===== src/rtl/exchanger_ctrl_if.sv =====
// Source stream, exchange-buffer and requester signals of exchanger_ctrl, grouped as one bundle.
// master is the controller side; slave is the source, buffer and requesters around it.
interface exchanger_ctrl_if #(
    parameter int DW = 8,
    parameter int AW = 5
);
    logic          src_valid;
    logic [DW-1:0] src_data;
    logic          src_ready;

    logic          load_valid;
    logic [DW-1:0] load_data;
    logic          buf_ready;

    logic [AW-1:0] rd_addr;
    logic [DW-1:0] rd_data;

    logic          req0_valid;
    logic [AW-1:0] req0_addr;
    logic          req0_ready;
    logic          req1_valid;
    logic [AW-1:0] req1_addr;
    logic          req1_ready;

    logic          rsp0_valid;
    logic [DW-1:0] rsp0_data;
    logic          rsp1_valid;
    logic [DW-1:0] rsp1_data;

    modport master (
        input  src_valid, src_data, buf_ready, rd_data,
               req0_valid, req0_addr, req1_valid, req1_addr,
        output src_ready, load_valid, load_data, rd_addr,
               req0_ready, req1_ready,
               rsp0_valid, rsp0_data, rsp1_valid, rsp1_data
    );

    modport slave (
        output src_valid, src_data, buf_ready, rd_data,
               req0_valid, req0_addr, req1_valid, req1_addr,
        input  src_ready, load_valid, load_data, rd_addr,
               req0_ready, req1_ready,
               rsp0_valid, rsp0_data, rsp1_valid, rsp1_data
    );
endinterface


===== src/rtl/exchanger_ctrl.sv =====
// Exchange-buffer controller: loads N_ELEM source elements into a write-once buffer, waits for
// the buffer to report ready, then serves fully pipelined round-robin reads to two requesters.
module exchanger_ctrl #(
    parameter int N_ELEM      = 32,
    parameter int DW          = 8,
    parameter int AW          = 5,
    parameter int RDY_TIMEOUT = 16
) (
    input  logic             clk,
    input  logic             reset_n,
    input  logic             start,
    exchanger_ctrl_if.master bus,
    output logic             busy,
    output logic             serving,
    output logic             err
);

    localparam int            TW        = $clog2(RDY_TIMEOUT + 1);
    localparam logic [AW-1:0] LAST_BEAT = AW'(N_ELEM - 1);
    localparam logic [TW-1:0] LAST_WAIT = TW'(RDY_TIMEOUT - 1);

    typedef enum logic [2:0] {
        S_IDLE,
        S_LOAD,
        S_WAIT_RDY,
        S_SERVE,
        S_ERR
    } state_e;

    // One entry per grant in flight: was there a grant, and which requester owns it.
    typedef struct packed {
        logic valid;
        logic id;
    } tag_t;

    state_e        state_q, state_d;
    logic [AW-1:0] beat_cnt_q, beat_cnt_d;
    logic [TW-1:0] wait_cnt_q, wait_cnt_d;

    logic          src_ready;
    logic          beat_acc;
    logic          load_valid_q;
    logic [DW-1:0] load_data_q;

    logic          prio_q, prio_d;
    logic          grant0, grant1;
    logic [AW-1:0] rd_addr_q, rd_addr_d;
    tag_t          tag_s1_q, tag_s2_q;
    logic          rsp0_valid_q, rsp1_valid_q;
    logic [DW-1:0] rsp0_data_q, rsp1_data_q;

    assign src_ready = (state_q == S_LOAD);
    assign beat_acc  = src_ready && bus.src_valid;

    // ------------------------------------------------------------------ control FSM

    // NOTE: every clocked block uses non-blocking assignments so all flops see pre-edge values.
    always_ff @(posedge clk or negedge reset_n) begin
        if (!reset_n) begin
            state_q    <= S_IDLE;
            beat_cnt_q <= '0;
            wait_cnt_q <= '0;
        end else begin
            state_q    <= state_d;
            beat_cnt_q <= beat_cnt_d;
            wait_cnt_q <= wait_cnt_d;
        end
    end

    // NOTE: each combinational output gets a default first, so no path can infer a latch.
    always_comb begin
        state_d    = state_q;
        beat_cnt_d = beat_cnt_q;
        wait_cnt_d = wait_cnt_q;
        case (state_q)
            S_IDLE: begin
                if (start) begin
                    state_d    = S_LOAD;
                    beat_cnt_d = '0;
                end
            end
            S_LOAD: begin
                if (beat_acc) begin
                    beat_cnt_d = beat_cnt_q + 1'b1;
                    if (beat_cnt_q == LAST_BEAT) begin
                        state_d    = S_WAIT_RDY;
                        wait_cnt_d = '0;
                    end
                end
            end
            S_WAIT_RDY: begin
                if (bus.buf_ready) begin
                    state_d = S_SERVE;
                end else if (wait_cnt_q == LAST_WAIT) begin
                    state_d = S_ERR;
                end else begin
                    wait_cnt_d = wait_cnt_q + 1'b1;
                end
            end
            // Write-once buffer: SERVE and ERR are left only through reset.
            S_SERVE, S_ERR: begin
                state_d = state_q;
            end
            default: begin
                state_d = S_IDLE;
            end
        endcase
    end

    // ------------------------------------------------------------------ load path

    always_ff @(posedge clk or negedge reset_n) begin
        if (!reset_n) begin
            load_valid_q <= 1'b0;
            load_data_q  <= '0;
        end else begin
            load_valid_q <= beat_acc;
            if (beat_acc) begin
                load_data_q <= bus.src_data;
            end
        end
    end

    // ------------------------------------------------------------------ read arbitration

    // prio_q names the requester that wins when both are valid; it flips only on a grant.
    always_comb begin
        grant0    = 1'b0;
        grant1    = 1'b0;
        prio_d    = prio_q;
        rd_addr_d = rd_addr_q;
        if (state_q == S_SERVE) begin
            if (bus.req0_valid && (!bus.req1_valid || !prio_q)) begin
                grant0 = 1'b1;
            end else if (bus.req1_valid) begin
                grant1 = 1'b1;
            end
        end
        if (grant0) begin
            rd_addr_d = bus.req0_addr;
            prio_d    = 1'b1;
        end else if (grant1) begin
            rd_addr_d = bus.req1_addr;
            prio_d    = 1'b0;
        end
    end

    // Tag stages line up with the buffer's two-cycle read latency; the response register is stage three.
    always_ff @(posedge clk or negedge reset_n) begin
        if (!reset_n) begin
            prio_q       <= 1'b0;
            rd_addr_q    <= '0;
            tag_s1_q     <= '0;
            tag_s2_q     <= '0;
            rsp0_valid_q <= 1'b0;
            rsp1_valid_q <= 1'b0;
            rsp0_data_q  <= '0;
            rsp1_data_q  <= '0;
        end else begin
            prio_q         <= prio_d;
            rd_addr_q      <= rd_addr_d;
            tag_s1_q.valid <= grant0 || grant1;
            tag_s1_q.id    <= grant1;
            tag_s2_q       <= tag_s1_q;
            rsp0_valid_q   <= tag_s2_q.valid && !tag_s2_q.id;
            rsp1_valid_q   <= tag_s2_q.valid && tag_s2_q.id;
            if (tag_s2_q.valid && !tag_s2_q.id) begin
                rsp0_data_q <= bus.rd_data;
            end
            if (tag_s2_q.valid && tag_s2_q.id) begin
                rsp1_data_q <= bus.rd_data;
            end
        end
    end

    // ------------------------------------------------------------------ outputs

    assign bus.src_ready  = src_ready;
    assign bus.load_valid = load_valid_q;
    assign bus.load_data  = load_data_q;
    assign bus.rd_addr    = rd_addr_d;
    assign bus.req0_ready = grant0;
    assign bus.req1_ready = grant1;
    assign bus.rsp0_valid = rsp0_valid_q;
    assign bus.rsp0_data  = rsp0_data_q;
    assign bus.rsp1_valid = rsp1_valid_q;
    assign bus.rsp1_data  = rsp1_data_q;

    assign busy    = (state_q == S_LOAD) || (state_q == S_WAIT_RDY);
    assign serving = (state_q == S_SERVE);
    assign err     = (state_q == S_ERR);

    a_grant_onehot: assert property (@(posedge clk) disable iff (!reset_n)
        !(grant0 && grant1));

    a_grant_in_serve: assert property (@(posedge clk) disable iff (!reset_n)
        (grant0 || grant1) |-> (state_q == S_SERVE));

endmodule


===== src/flat_wrapper.sv =====
// flat-port wrapper written by rule: the top's interface ports become plain ports
module exchanger_ctrl_flat 
#(
    parameter int N_ELEM      = 32,
    parameter int DW          = 8,
    parameter int AW          = 5,
    parameter int RDY_TIMEOUT = 16
)
  (clk, reset_n, start, busy, serving, err, bus_src_valid, bus_src_data, bus_buf_ready, bus_rd_data, bus_req0_valid, bus_req0_addr, bus_req1_valid, bus_req1_addr, bus_src_ready, bus_load_valid, bus_load_data, bus_rd_addr, bus_req0_ready, bus_req1_ready, bus_rsp0_valid, bus_rsp0_data, bus_rsp1_valid, bus_rsp1_data);
  exchanger_ctrl_if #(.DW(DW), .AW(AW)) bus_i ();
  input  logic clk;
  input  logic reset_n;
  input  logic start;
  output logic busy;
  output logic serving;
  output logic err;
  input wire logic [$bits(bus_i.src_valid)-1:0] bus_src_valid;
  input wire logic [$bits(bus_i.src_data)-1:0] bus_src_data;
  input wire logic [$bits(bus_i.buf_ready)-1:0] bus_buf_ready;
  input wire logic [$bits(bus_i.rd_data)-1:0] bus_rd_data;
  input wire logic [$bits(bus_i.req0_valid)-1:0] bus_req0_valid;
  input wire logic [$bits(bus_i.req0_addr)-1:0] bus_req0_addr;
  input wire logic [$bits(bus_i.req1_valid)-1:0] bus_req1_valid;
  input wire logic [$bits(bus_i.req1_addr)-1:0] bus_req1_addr;
  output wire logic [$bits(bus_i.src_ready)-1:0] bus_src_ready;
  output wire logic [$bits(bus_i.load_valid)-1:0] bus_load_valid;
  output wire logic [$bits(bus_i.load_data)-1:0] bus_load_data;
  output wire logic [$bits(bus_i.rd_addr)-1:0] bus_rd_addr;
  output wire logic [$bits(bus_i.req0_ready)-1:0] bus_req0_ready;
  output wire logic [$bits(bus_i.req1_ready)-1:0] bus_req1_ready;
  output wire logic [$bits(bus_i.rsp0_valid)-1:0] bus_rsp0_valid;
  output wire logic [$bits(bus_i.rsp0_data)-1:0] bus_rsp0_data;
  output wire logic [$bits(bus_i.rsp1_valid)-1:0] bus_rsp1_valid;
  output wire logic [$bits(bus_i.rsp1_data)-1:0] bus_rsp1_data;
  assign bus_i.src_valid = bus_src_valid;
  assign bus_i.src_data = bus_src_data;
  assign bus_i.buf_ready = bus_buf_ready;
  assign bus_i.rd_data = bus_rd_data;
  assign bus_i.req0_valid = bus_req0_valid;
  assign bus_i.req0_addr = bus_req0_addr;
  assign bus_i.req1_valid = bus_req1_valid;
  assign bus_i.req1_addr = bus_req1_addr;
  assign bus_src_ready = bus_i.src_ready;
  assign bus_load_valid = bus_i.load_valid;
  assign bus_load_data = bus_i.load_data;
  assign bus_rd_addr = bus_i.rd_addr;
  assign bus_req0_ready = bus_i.req0_ready;
  assign bus_req1_ready = bus_i.req1_ready;
  assign bus_rsp0_valid = bus_i.rsp0_valid;
  assign bus_rsp0_data = bus_i.rsp0_data;
  assign bus_rsp1_valid = bus_i.rsp1_valid;
  assign bus_rsp1_data = bus_i.rsp1_data;
  exchanger_ctrl #(.N_ELEM(N_ELEM), .DW(DW), .AW(AW), .RDY_TIMEOUT(RDY_TIMEOUT)) u_core (.clk(clk), .reset_n(reset_n), .start(start), .bus(bus_i), .busy(busy), .serving(serving), .err(err));
endmodule

===== config.mk =====
export PLATFORM = sky130hd
export DESIGN_NAME = exchanger_ctrl_flat
export DESIGN_NICKNAME = d
export VERILOG_FILES = /design/src/rtl/exchanger_ctrl_if.sv /design/src/rtl/exchanger_ctrl.sv /design/src/flat_wrapper.sv
export SDC_FILE = /design/constraint.sdc
export NUM_CORES = 1
export LEC_CHECK = 0
export CAP_MARGIN = 25
export CELL_PAD_IN_SITES_DETAIL_PLACEMENT = 1
export CELL_PAD_IN_SITES_GLOBAL_PLACEMENT = 1
export CORE_MARGIN = 2
export CORE_UTILIZATION = 32
export DETAILED_ROUTE_END_ITERATION = 7
export PLACE_DENSITY_LB_ADDON = 0.05
export RECOVER_POWER = 50
export SKIP_CTS_REPAIR_TIMING = 1
export SLEW_MARGIN = 20
export SYNTH_ARGS = -nofsm -noshare
export SYNTH_HDL_FRONTEND = slang
export SYNTH_SLANG_ARGS = --single-unit

===== constraint.sdc =====
create_clock -name clk -period 1.7 [get_ports clk]
set_input_delay 0.34 -clock clk [delete_from_list [all_inputs] [get_ports clk]]
set_output_delay 0.34 -clock clk [all_outputs]
set_load 0.02 [all_outputs]

; ---- After elaboration in Yosys (flattened, before gate mapping)
; Index checks and enable logic that the tools add are counted.
; Widths: inputs -> output; s select.
[op_classes]
n_addsub = 2
n_eq_ne = 12
mux = 23
n_bitwise = 1
n_reduce_logical = 18
[ops]
columns = operator, count
row1 = $mux 5, 8
row2 = $pmux 5 s2, 2
row3 = $mux 3, 5
row4 = $pmux 3 s4, 1
row5 = $add 5x1->5 const B, 2
row6 = $ne 2x2->1 const B, 5
row7 = $reduce_and 5->1, 2
row8 = $mux 1, 7
row9 = $eq 3x2->1 const B, 2
row10 = $reduce_bool 2->1, 3
row11 = $eq 5x4->1 const B, 1
row12 = $eq 5x5->1 const B, 1
row13 = $logic_and 1x1->1, 4
row14 = $eq 3x1->1 const B, 1
row15 = $eq 3x3->1 const B, 1
row16 = $logic_not 1->1, 3
row17 = $logic_not 3->1, 1
row18 = $logic_or 1x1->1, 3
row19 = $ne 3x2->1 const B, 1
row20 = $reduce_and 3->1, 1
row21 = $reduce_or 2->1, 1
row22 = $not 1->1, 1
[word_totals]
reg_bits = 50
inputBits = 33
out_inout_bits = 38
elab_cells = 71

; ---- Depth between registers and ports, before layout
[depth]
ltp_word = 7
mapped_depth = 6
ltp_nobuf = 6

; ---- Worst setup path before layout
; No wires, ideal clock.
[synth_timing]
path_kind = reg2out
from = register u_core.state_q[2]
to = output bus_rd_addr[0]
arrival_time_ns = 1.498
required_ns = 1.360
setup_slack_ns = -0.138
stages_incl_launch_ff = 5
path_buffers = 1
cell_sequence = dfrtp_1 > buf_6 > nand3b_4 > a211oi_4 > a221o_1
[synth_via]
elab_chain_len = 4
word_cells_on_any_way = 5
classes_between = eq/ne (1) / mux (4)
[synth_rtl]
columns = element, line_no
row1 = from (decl), exchanger_ctrl.sv:36  ; state_e state_q, state_d;
row2 = from (signal assigned), exchanger_ctrl.sv:64  ; state_q <= state_d;
row3 = $eq 3x2->1, exchanger_ctrl.sv:132  ; if (state_q == S_SERVE) begin
row4 = $mux 1, exchanger_ctrl.sv:132
row5 = net bus_req1_ready, flat_wrapper.sv:30  ; output wire logic [$bits(bus_i.req1_ready)-1:0] bus_req1_ready;
row6 = $mux 5, exchanger_ctrl.sv:142  ; end else if (grant1) begin
row7 = $mux 5, exchanger_ctrl.sv:139  ; if (grant0) begin
row8 = to (decl), flat_wrapper.sv:28  ; output wire logic [$bits(bus_i.rd_addr)-1:0] bus_rd_addr;
; The timed path passes the listed nets, and every way through them passes these cells.

; ---- Worst setup path in the final report
[layout_timing]
from = register u_core.state_q[2]
to = output bus_rd_addr[2]
[layout_via]
elab_chain_len = 4
word_cells_on_any_way = 5
classes_between = eq/ne (1) / mux (4)
[layout_rtl]
columns = element, line_no
row1 = $eq 3x2->1 *, exchanger_ctrl.sv:132
row2 = $mux 1, exchanger_ctrl.sv:132
row3 = $mux 5, exchanger_ctrl.sv:142
row4 = $mux 5 *, exchanger_ctrl.sv:139
; Mark *: on every way between the ends. The rest lies on a longest branch, timed or not.

==> metrics.md <==
| Metric | Value |
|---|---|
| Critical path peak fanout | 6 |
| Post-layout util | 53.57% |
| Area Overhead vs Synth | 60.26% |
| Layout cells sized above 1 | 39.03% |
| Die width | 85.91 µm |
| Worst hold slack | 364.7 ps |
| Syn Std Cell Area | 2147 µm² |
| Async SR Flop Fraction | 100.0% |
| Syn nets | 192 |
| Max cap viols | 0 |
| Core Rows | 29 |
| WP buf/inv | 4 |
| Power per cell area | 1436 nW/µm² |
| H-Tree Depth | 2 |
| Commonest cells in the netlist | dfrtp_1 (50), mux2_2 (26), inv_1 (7) |
| CP required | 1360 ps |
| Crit-path slowest cell | dfrtp_1 |
| Largest delay share family, worst path | buffers and inverters |
| CTS tree | done |
| Initial antenna violation count | 0 |
| Die H | 85.91 µm |
| RSZ-0062 raised after global routing | true |
| First-pass DRT Iterations | 4 |
| Placed wire-length estimate | 4.061 mm |
| Failing checks | negative setup slack |
| Antenna Violating Nets Remaining | 0 |
| Initial core utilization | 33.43% |
| Clock slew at reported path FFs | 100 ps |
| Drt via density | 4.858 |
| Setup violations, final | 8 |
| First-pass GRT wire length | 8.873 mm |
| EDFF count, synth | 0 |
| Worst-Skew Late Latency | 300 ps |
| Vias in the first global route | 1788 |
| Worst VDD drop | 0.0008470 V |
| Post-route clock period utilization | 129.1% |
| Achievable clock frequency | 455.6 MHz |
| GRT overflow | 0 |
| Crit path top cell by count | buf_6 |
| Leakage | 1.565 nW |
| Sink Count | 50 |
| Clock buffer depth | 2 |
| Worst path max stage delay | 390 ps |
| Routability cong. | 0.7358 |
| Top-count cell post-synth | dfrtp_1 |
| Finished Layout Cells | 346 |
| Crit end category | primary output |
| Global-route usage over all layers | 15.16% |
| Largest net degree at the start of global routing | 34 |
| Post-synthesis cell type count | 41 |
| Cell Chain, Critical Path | nand3b_4 -> a211oi_4 -> buf_4 -> buf_6 -> buf_6 -> a221o_1 -> buf_6 |
| Post-Route WL | 5.565 mm |
| Synth top area cells | dfrtp_1 (58%), mux2_2 (14%), a221o_1 (2.3%), ha_1 (2.3%), a22o_1 (2.0%) |
| Worst Skew | 5.489 ps |
| CP Data Arrival Time | 1860 ps |
| Via count | 1681 |
| Rel. slew slack | 29.61% |
| Inserted Diodes | 0 |
| Final Hold Viols | 0 |
| Placed insts | 320 |
| Syn Inst Count | 155 |
| Status | finished, violations left |
| Net count, final | 305 |
| Syn_area_per_cell | 13.85 µm² |
| Min Tclk post-route | 2195 ps |
| Die area | 7381 µm² |
| Setup WS post-layout | -495.1 ps |
| Hold WC Path Type | reg -> reg |
| I/O Pins | 71 |
| Post-synth top area cell | dfrtp_1 |
| TritonCTS Buffers | 5 |
| Root Driver | clkbuf_8 |
| Worst slack at placement | -796.5 ps |
| DRC viols | 0 |
| Top FF cell, synth | dfrtp_1 |
| DRT iter0 DRCs | 24 |
| Final Max Slew Viols | 0 |
| I/O Buffers | 70 |
| Post-synthesis sequential area ratio | 58.28% |
| Worst-Margin Slew | 1056 ps |
| Core area | 6422 µm² |
| Yosys warns | 0 |
| CP Launch Type | flip-flop |
| Seq cells post-synth | 50 |
| Crit Path Class | reg -> out |
| Wire per inst | 16.08 µm |
| Top cell type's share of synthesized area | 58.28% |
report_power, final:
| part | internal, mW | total, mW | switching (mW) |
|---|---|---|---|
| logic | 1.28 | 2.33 | 1.05 |
| registers | 1.55 | 1.76 | 0.207 |
| clock network | 0.448 | 0.857 | 0.409 |
layout by cell type (no fill, tap or decap), types with 2 or more instances in the layout:
cell	instances
nand2_1	2
nand2b_1	2
and2_4	2
inv_1	6
dfrtp_1	50
o21a_1	5
clkdlybuf4s50_1	57
mux2_2	25
inv_4	2
clkbuf_8	5
ha_1	2
and3_4	2
and3_1	2
a22o_1	5
buf_4	35
nor2_4	2
buf_6	14
a21oi_1	3
o21ai_0	2
nor2_1	2
nand3_1	3
mux2i_1	2
a221o_1	5
worst register-to-register path, stage by stage, from the launching register on:
cell and delay (ps):
dfrtp_1 410, buf_4 140, buf_4 190, and4bb_4 310, buf_12 140, mux2_2 330
per-stage QoR:
stage	power [mW]	TNS [ps]	cell area, µm²
6_report	4.941	-2774	3441
5_1_grt	5.245	-4221	3441
4_1_cts	4.830	-7374	3212
3_5_place_dp	3.935	-5938	3094
3_3_place_gp	3.842	-5428	3094
2_1_floorplan	2.882	-427.7	2147
cells by family (layout without fill, tap and decap cells):
family,Yosys count,count (layout),share of synthesized area [%]
DFF,50,50,58.28
AOI/OAI and AO/OA,29,29,11.31
and+or+nand+nor,29,29,9.266
muxes,28,28,14.57
buffers and inverters,14,128,3.846
adders and majority gates,4,4,2.331
xor gates and xnor gates,1,1,0.4080
metal layers:
metal	vias to the layer above	GRT usage (%)	routed length, µm
li1	783	-	-
met1	845	18.89	2368
met2	53	25.37	2808
met3	0	5.486	388
met4	0	3.175	0
met5	-	0	0
worst paths after layout:
kind | cells after the start | from | endpoint | slack (ps)
max in group asynchronous | 3 | reset_n | u_core.rd_addr_q[2] | 180
min | 0 | u_core.tag_s1_q[0] | u_core.tag_s2_q[0] | 360
min in group asynchronous | 2 | reset_n | u_core.wait_cnt_q[0] | 740
min reg2reg | 0 | u_core.tag_s1_q[0] | u_core.tag_s2_q[0] | 360
max | 7 | u_core.state_q[2] | bus_rd_addr[2] | -500
max reg2reg | 5 | u_core.state_q[0] | u_core.bus.load_data[7] | 80
final cells by class:
type	count	area (µm²)
fill	653	2982
sequential	50	1251
timing repair buffer	112	1057
multi-input combinational	91	883.3
tap	77	96.34
clock buffer	5	68.82
clock inverter	3	48.80
inverter	8	35.03
state kept, by name (all words and copies together) (netlist names):
signal and flops:
u_core.bus.load_data 8, u_core.prio_q 1, u_core.bus.rsp1_valid 1, u_core.tag_s2_q 2
u_core.bus.load_valid 1, u_core.bus.rsp1_data 8, u_core.rd_addr_q 5, u_core.bus.rsp0_data 8
u_core.bus.rsp0_valid 1, u_core.state_q 3, u_core.wait_cnt_q 5, u_core.beat_cnt_q 5
u_core.tag_s1_q 2
Power figures use the tool's default switching activity.
==> RTL edit: new RTL, config.mk and constraints unchanged <==
Take the reset off `rd_addr_q` and load it in a clocked block of its own.
--- a/src/rtl/exchanger_ctrl.sv
+++ b/src/rtl/exchanger_ctrl.sv
@@ -149,7 +149,6 @@
     always_ff @(posedge clk or negedge reset_n) begin
         if (!reset_n) begin
             prio_q       <= 1'b0;
-            rd_addr_q    <= '0;
             tag_s1_q     <= '0;
             tag_s2_q     <= '0;
             rsp0_valid_q <= 1'b0;
@@ -158,7 +157,6 @@
             rsp1_data_q  <= '0;
         end else begin
             prio_q         <= prio_d;
-            rd_addr_q      <= rd_addr_d;
             tag_s1_q.valid <= grant0 || grant1;
             tag_s1_q.id    <= grant1;
             tag_s2_q       <= tag_s1_q;
@@ -171,6 +169,10 @@
                 rsp1_data_q <= bus.rd_data;
             end
         end
+    end
+
+    always_ff @(posedge clk) begin
+        rd_addr_q <= rd_addr_d;
     end
 
     // ------------------------------------------------------------------ outputs
Check against the original RTL: same outputs for any inputs over 10 cycles, from zero or initial values and one cycle with reset_n low; that may be too few to reach the edited logic, so the function may still have changed.
==> RTL edit against the unedited design <==
The run still ends with negative setup slack left. Routed wire length down 3.8%. Register-to-register slack got worse by 40 ps. Synthesized area down 1.2%. Power down 6.2%. Core utilization is 2.6 points lower. Worst setup slack better by 180 ps. Cell area down 5.3%. Sequential cell count unchanged. Non-clock buffer count fell by 12. Global-route usage barely moved. Cell count down 3.5%. Largest cell class unchanged.
==> RTL edit: results (changes against the unedited design) <==
DRT Wirelength: 5352 µm (-3.8%)
fillcell total: 665 (+1.8%)
failing checks: negative setup slack
WP data arrival: 1680 ps (-180 ps)
P_leak: 1.472 nW (-5.9%)
worst-path maximum fanout: 7 (+1)
RR Startpoint: u_core.state_q[2]
GP Congestion: 0.7273 (-1.2%)
Sw Share: 35.14% (+1.5 points)
final setup margin: -315.3 ps (+179.8 ps)
placed cell areas: 3077 µm² (-0.57%)
Yosys cell types: 42 (+2.4%)
proportion of layout cells with a drive suffix above 1: 36.19% (-2.8 points)
slew margin rel.: 25.59% (-4.0 points)
asr flop ratio synth: 90.00% (-10 points)
run status: finished, violations left
Final setup viols: 8 (unchanged)
top cells by area, synth: dfrtp_1 (53%), mux2_2 (14%), dfxtp_1 (4.7%), a221o_1 (2.4%), ha_1 (2.4%)
all-layer global routing usage: 15.12% (-0.036 points)
sequential share of the synthesized area: 57.78% (-0.49 points)
first-pass GRT wire length: 8694 µm (-2.0%)
clock skew: 18.23 ps (+12.74 ps)
final-stage net count: 293 (-3.9%)
Pre-antenna DRT Iters: 3 (-1)
IR drop worst, VDD: 0.0006820 V (-19%)
largest net degree at the start of global routing: 46 (+35%)
CTS max path bufs: 2 (unchanged)
drt initial violations: 35 (+46%)
==> RTL edit: cell count changes after synthesis <==
cell | unedited run | this run
dfrtp_1 | 50 | 45
dfxtp_1 | 0 | 5
==> RTL edit: power groups by stage <==
stage | clock (W) | sequential [W] | combinational, W
after CTS | 0.000752 | 0.00176 | 0.00219
after detailed placement | 0 | 0.00178 | 0.00218
after global placement | 0 | 0.00175 | 0.00211
final | 0.000716 | 0.00175 | 0.00217
after global routing | 0.000794 | 0.00180 | 0.00232
after floorplan | 0 | 0.00199 | 0.000891
==> RTL edit: area by class of cell <==
cell class,instances,share of cell area (%)
Multi-Input combinational cell,91,26.42
Inverter,8,0.9985
Tap cell,77,2.957
Timing Repair Buffer,100,29.15
Clock inverter,3,0.7296
Sequential cell,50,37.63
Clock buffer,5,2.112
==> RTL edit: cell families after synthesis <==
logic type      share of synthesized area, %
buf+inv                                3.892
simple gates                           9.375
xor+xnor                              0.4128
mux                                    14.74
fa+ha+maj                              2.359
flops                                  57.78
compound gates                         11.44
==> RTL edit: final timing paths <==
kind	to	slack [ps]
hold reg to reg	u_core.tag_s2_q[0]	360
hold / removal	u_core.bus.rsp0_data[2]	310
min in group clk	u_core.tag_s2_q[0]	360
setup / recovery	bus_rd_addr[1]	-320
max in group asynchronous	u_core.bus.load_valid	700
setup reg to reg	u_core.bus.load_data[2]	40
==> RTL edit: per-stage QoR <==
stage	instances	total power, W	utilization, %	setup TNS (ps)
2_1_floorplan	155	0.002883	-	-416.6
3_3_place_gp	321	0.003863	48.18	-5426
3_5_place_dp	321	0.003954	48.18	-5860
4_1_cts	329	0.004695	49.63	-7374
5_1_grt	334	0.004912	51.02	-2675
6_report	334	0.004636	51.02	-2111
==> RTL edit: per-layer routing <==
layer  vias up  routed length [µm]  track usage [%]
met5         -                   0                0
met2        55                2670            25.36
li1        762                   -                -
met3         9                 353            4.475
met1       794                2235            18.58
met4         0                  93            5.195
==> RTL edit: critical path: cells and delay by family, from the launching register on <==
kind | cells | cell delay, ps
AND/OR/NAND/NOR | 1 | 190
buffers and inverters | 2 | 290
flip-flops | 1 | 400
AO/OA/AOI/OAI | 2 | 480
